==> src/rtl/avalon_reg_bank.sv <==
// avalon_reg_bank: Avalon-MM slave with NUM_RW control registers, NUM_RO status registers and an unmapped-access error counter
//   clock/reset_n: system clock, async active-low reset
//   avalon_slave_*: word-addressed slave port; register index = address >> INDEX_SHIFT; reads take 2 cycles, writes take 0 wait states
//   rw_regs_out/wr_strobe: control register contents and per-register update pulses
//   ro_regs_in: status inputs returned on reads of the RO indices
//   err_count: saturating count of unmapped reads and writes
module avalon_reg_bank #(
  parameter int DATA_W = 32,
  parameter int ADDR_W = 16,
  parameter int INDEX_SHIFT = 8,
  parameter int NUM_RW = 8,
  parameter int NUM_RO = 4,
  parameter logic [DATA_W-1:0] RW_RESET = '0,
  parameter logic [DATA_W-1:0] UNMAPPED_VAL = DATA_W'(32'hDEADBEEF),
  localparam int RO_W = (NUM_RO > 0 ? NUM_RO : 1) * DATA_W
) (
  input  logic                     clock,
  input  logic                     reset_n,
  input  logic [ADDR_W-1:0]        avalon_slave_address,
  input  logic                     avalon_slave_write,
  input  logic [DATA_W-1:0]        avalon_slave_writedata,
  input  logic [DATA_W/8-1:0]      avalon_slave_byteenable,
  input  logic                     avalon_slave_read,
  output logic [DATA_W-1:0]        avalon_slave_readdata,
  output logic                     avalon_slave_waitrequest,
  output logic [NUM_RW*DATA_W-1:0] rw_regs_out,
  input  logic [RO_W-1:0]          ro_regs_in,
  output logic [NUM_RW-1:0]        wr_strobe,
  output logic [15:0]              err_count
);
  localparam int NB = DATA_W / 8;
  typedef enum logic {IDLE, RESP} state_t;
  state_t state, state_next;
  logic [31:0] idx;
  logic [DATA_W-1:0] rw_q [NUM_RW];
  logic [DATA_W-1:0] rd_next;
  logic [NUM_RW-1:0] hit;
  logic wr_ok, rd_take, unmapped;
  logic [16:0] err_sum;
  // index is widened to 32 bits so every upper address bit takes part in the decode (no aliasing)
  assign idx = 32'(avalon_slave_address) >> INDEX_SHIFT;
  assign avalon_slave_waitrequest = avalon_slave_read && state == IDLE;
  assign rd_take = avalon_slave_read && state == IDLE;
  assign wr_ok = avalon_slave_write && !avalon_slave_waitrequest;
  assign unmapped = idx >= 32'(NUM_RW + NUM_RO);
  assign err_sum = {1'b0, err_count} + 17'(rd_take && unmapped) + 17'(wr_ok && unmapped);
  for (genvar r = 0; r < NUM_RW; r++) begin : g_rw
    assign hit[r] = wr_ok && idx == 32'(r) && |avalon_slave_byteenable;
    assign rw_regs_out[r*DATA_W +: DATA_W] = rw_q[r];
  end
  always_comb begin
    state_next = rd_take ? RESP : IDLE;
    rd_next = UNMAPPED_VAL;
    for (int i = 0; i < NUM_RW; i++)
      if (idx == 32'(i)) rd_next = rw_q[i];
    for (int j = 0; j < NUM_RO; j++)
      if (idx == 32'(NUM_RW + j)) rd_next = ro_regs_in[j*DATA_W +: DATA_W];
  end
  always_ff @(posedge clock or negedge reset_n)
    if (!reset_n) begin
      state <= IDLE;
      avalon_slave_readdata <= '0;
      wr_strobe <= '0;
      err_count <= '0;
      for (int i = 0; i < NUM_RW; i++) rw_q[i] <= RW_RESET;
    end else begin
      state <= state_next;
      if (rd_take) avalon_slave_readdata <= rd_next;
      wr_strobe <= hit;
      err_count <= err_sum[16] ? 16'hFFFF : err_sum[15:0];
      for (int i = 0; i < NUM_RW; i++)
        for (int k = 0; k < NB; k++)
          if (hit[i] && avalon_slave_byteenable[k]) rw_q[i][k*8 +: 8] <= avalon_slave_writedata[k*8 +: 8];
    end
endmodule
==> config.mk <==
export PLATFORM = sky130hd
export DESIGN_NAME = avalon_reg_bank
export DESIGN_NICKNAME = d
export VERILOG_FILES = /design/src/rtl/avalon_reg_bank.sv
export SDC_FILE = /design/constraint.sdc
export NUM_CORES = 1
export LEC_CHECK = 0
export BUFFER_PORTS_ARGS = -buffer_cell sky130_fd_sc_hd__buf_2
export CAP_MARGIN = 20
export CORE_UTILIZATION = 30
export DETAILED_ROUTE_END_ITERATION = 10
export HOLD_SLACK_MARGIN = 0.15
export PLACE_DENSITY = 0.62
export SYNTH_ARGS = -nofsm -noshare
export SYNTH_HDL_FRONTEND = slang
export SYNTH_SLANG_ARGS = --single-unit
==> constraint.sdc <==
create_clock -name clock -period 2.7 [get_ports clock]
set_input_delay 0.27 -clock clock [delete_from_list [all_inputs] [get_ports clock]]
set_output_delay 0.27 -clock clock [all_outputs]
set_load 0.1 [all_outputs]
==> results.sh <==
export IMPL_syn_nets=1420
export IMPL_final_period_utilization_pct=95.3
export IMPL_cts_buffers=37
export IMPL_pwr_density_cell_nw_per_um2=588
export IMPL_drc=0
export IMPL_setup_tns_ps=0
export IMPL_synth_edf_count=0
export IMPL_async_flop_share_pct=100
export IMPL_rows=82
export IMPL_syn_area_per_cell_um2=12.4
export IMPL_worst_pin_slew_ps=632
export IMPL_syn_area_um2=15400
export IMPL_syn_instance_count=1234
export IMPL_yosys_register_bits=313
export IMPL_setup_violations_final=0
export IMPL_peakVddDrop_mv=0.399
export IMPL_grt_usage_pct=25.8
export IMPL_layout_commonest_cell="buf_2"
export IMPL_fin_skew_ps=12.8
export IMPL_core_area_um2=50400
export IMPL_clkSinkCount=313
export IMPL_numPortBuffers=488
export IMPL_path_max_fanout=36
export IMPL_hold_viol=0
export IMPL_gp_congestion=0.876
export IMPL_grt_antenna_before_repair=6
export IMPL_avgViaCountPerCell=5.30
export IMPL_htree_num_levels=2
export IMPL_start_util_pct=30.5
export IMPL_drive_gt1_share_pct=54.2
export IMPL_grt_pass1_wl_um=98600
export IMPL_pin_count=497
export IMPL_finalMaxSlewViolations=0
export IMPL_drt_initial_drc_count=829
export IMPL_finalCriticalPeriod_ps=2570
export IMPL_clock_path_buffers=3
export IMPL_final_nets=2056
export IMPL_hpwl_um=50100
export IMPL_worstHoldStart="ro_regs_in[22]"
export IMPL_ys_seq_area_share_pct=51.0
export IMPL_ys_types=62
export IMPL_end_kind="primary output"
export IMPL_grt_pass1_vias=14208
export IMPL_max_freq_ghz=0.389
export IMPL_postRouteAntennaNets=0
export IMPL_clk_pin_slew_ps=60
export IMPL_cp_start_kind="register"
export IMPL_maxCapViolations=0
export IMPL_path_class="register to primary output"
export IMPL_rsz0062_at_grt="false"
export IMPL_hold_path_class="primary input to register"
export IMPL_rrSetupSlack_ps=130
export IMPL_cts_root_buf="clkbuf_16"
export IMPL_first_pass_iters=5
export IMPL_outcome="finished, final reports clean"
export IMPL_grt_max_degree=80
export IMPL_worstPathRequired_ps=2430
export IMPL_clk_latency_ps=550
export IMPL_wire_per_inst_um=26.4
export IMPL_final_cell_mix="buf_2 (484), dfrtp_1 (312), mux2_2 (279)"
export IMPL_area_growth_pct=39.0
export IMPL_r2r_start="state$_DFF_PN0_"
export IMPL_die_x_um=228
export IMPL_crit_arrival_ps=2300
export IMPL_vias=13626
export IMPL_dieArea_um2=52100
export IMPL_globalRouteOverflowTotal=0
export IMPL_cts_tree="built"
export IMPL_synth_main_ff_cell="dfrtp_1"
export IMPL_totalWireLength_um=67800
export IMPL_relSlewSlack_pct=58.1
export IMPL_p_leak_uw=0.0109
export IMPL_holdWs_ps=175
export IMPL_yosys_warnings=0
export IMPL_critPathLaunch="state$_DFF_PN0_"
export IMPL_die_h_um=228
-- synthesized netlist by cell type, types with 3 or more instances --
| master | n | share of area (%) |
|---|---|---|
| clkbuf_1 | 34 | 0.83 |
| buf_2 | 17 | 0.55 |
| o22ai_1 | 24 | 0.98 |
| nand4_1 | 5 | 0.20 |
| o21ai_0 | 45 | 1.5 |
| dfrtp_1 | 313 | 51 |
| nor2_1 | 78 | 1.9 |
| o221a_2 | 13 | 0.95 |
| xor2_1 | 7 | 0.40 |
| and3_1 | 8 | 0.33 |
| nand2b_1 | 7 | 0.29 |
| xnor2_1 | 3 | 0.17 |
| a32oi_1 | 3 | 0.17 |
| nand3_1 | 12 | 0.39 |
| a22oi_1 | 19 | 0.93 |
| inv_1 | 6 | 0.15 |
| mux2_1 | 3 | 0.22 |
| o211ai_1 | 6 | 0.29 |
| nor2_2 | 30 | 1.2 |
| a2111oi_0 | 3 | 0.17 |
| nor2_4 | 4 | 0.29 |
| o21a_1 | 4 | 0.20 |
| a211oi_1 | 10 | 0.49 |
| nor2b_1 | 11 | 0.45 |
| mux4_2 | 32 | 4.7 |
| a21o_1 | 4 | 0.20 |
| a2bb2oi_1 | 4 | 0.23 |
| mux2i_1 | 44 | 2.9 |
| o221ai_1 | 15 | 0.86 |
| nor3_1 | 6 | 0.20 |
| buf_1 | 12 | 0.29 |
| mux2_2 | 279 | 20 |
| a311oi_1 | 4 | 0.23 |
| a31oi_1 | 15 | 0.61 |
| a21oi_1 | 61 | 2.0 |
| nand2_2 | 3 | 0.12 |
| nand2_1 | 57 | 1.4 |
-- critical path: stages (launching register included) --
cell	delay, ps
dfrtp_1	370
nand2b_2	260
clkinv_2	80
buf_4	490
buf_2	540
-- what timing repair did --
action,CTS,global route
resized for setup,0,1
setup endpoints to repair,0,1
setup buffers,0,0
hold endpoints to repair,346,0
hold buffers,65,0
-- layout make-up --
class                      instances  area, µm²
clock buffer                      57       1140
timing repair buffer             662       4170
fill                            4816      29000
tap                              672        841
clock inverter                     8       75.1
sequential                       313       7830
multi-input combinational        847       7240
inverter                           9       35.0
antenna                            4       10.0
-- sequential cells by signal (all words and copies together), names as in the netlist --
signal and flops:
rw_regs_out 256, state 1, avalon_slave_readdata 32, wr_strobe 8
err_count 16
-- kinds of logic after synthesis --
kind of cell,count (synthesis),share of synthesized area [%]
compound gates,241,10.4
mux,358,28.2
flops,313,51.0
fa+ha+maj,2,0.212
buf+inv,74,2.00
simple gates,236,7.62
xor+xnor,10,0.570
-- power breakdown --
part           internal [µW]  switching [µW]
registers               4850             145
logic                    599            1920
clock network           3010            2020
total                   8460            4090
-- through the flow --
stage	instances	instance area [µm²]	utilization, %	worst slack, ps	total power (µW)
2_1_floorplan	1234	15400	-	20.5	6730
3_3_place_gp	2438	19500	38.6	54.3	7500
3_5_place_dp	2438	19500	38.6	28.4	7530
4_1_cts	2568	21300	42.4	121	12700
5_1_grt	2570	21300	42.4	34.7	13000
6_report	2572	21400	42.4	128	12600
-- path summary, 6_finish.rpt --
path	end	cells after the start
worst max-delay path	avalon_slave_waitrequest	4
worst min-delay path	avalon_slave_readdata[22]$_DFFE_PN0P_	4
worst max register to register	avalon_slave_readdata[9]$_DFFE_PN0P_	7
worst min register to register	avalon_slave_readdata[19]$_DFFE_PN0P_	2
max in group asynchronous	rw_regs_out[52]$_DFFE_PN0P_	3
min in group asynchronous	err_count[12]$_DFF_PN0_	2
-- layer usage --
metal | GRT usage [%] | vias to the layer above | wire (µm)
met2 | 42.1 | 619 | 32200
li1 | - | 5908 | -
met1 | 33.6 | 6961 | 28700
met3 | 5.34 | 132 | 4500
met5 | 0 | - | 34
met4 | 9.86 | 6 | 2430
Power figures use the tool's default switching activity.
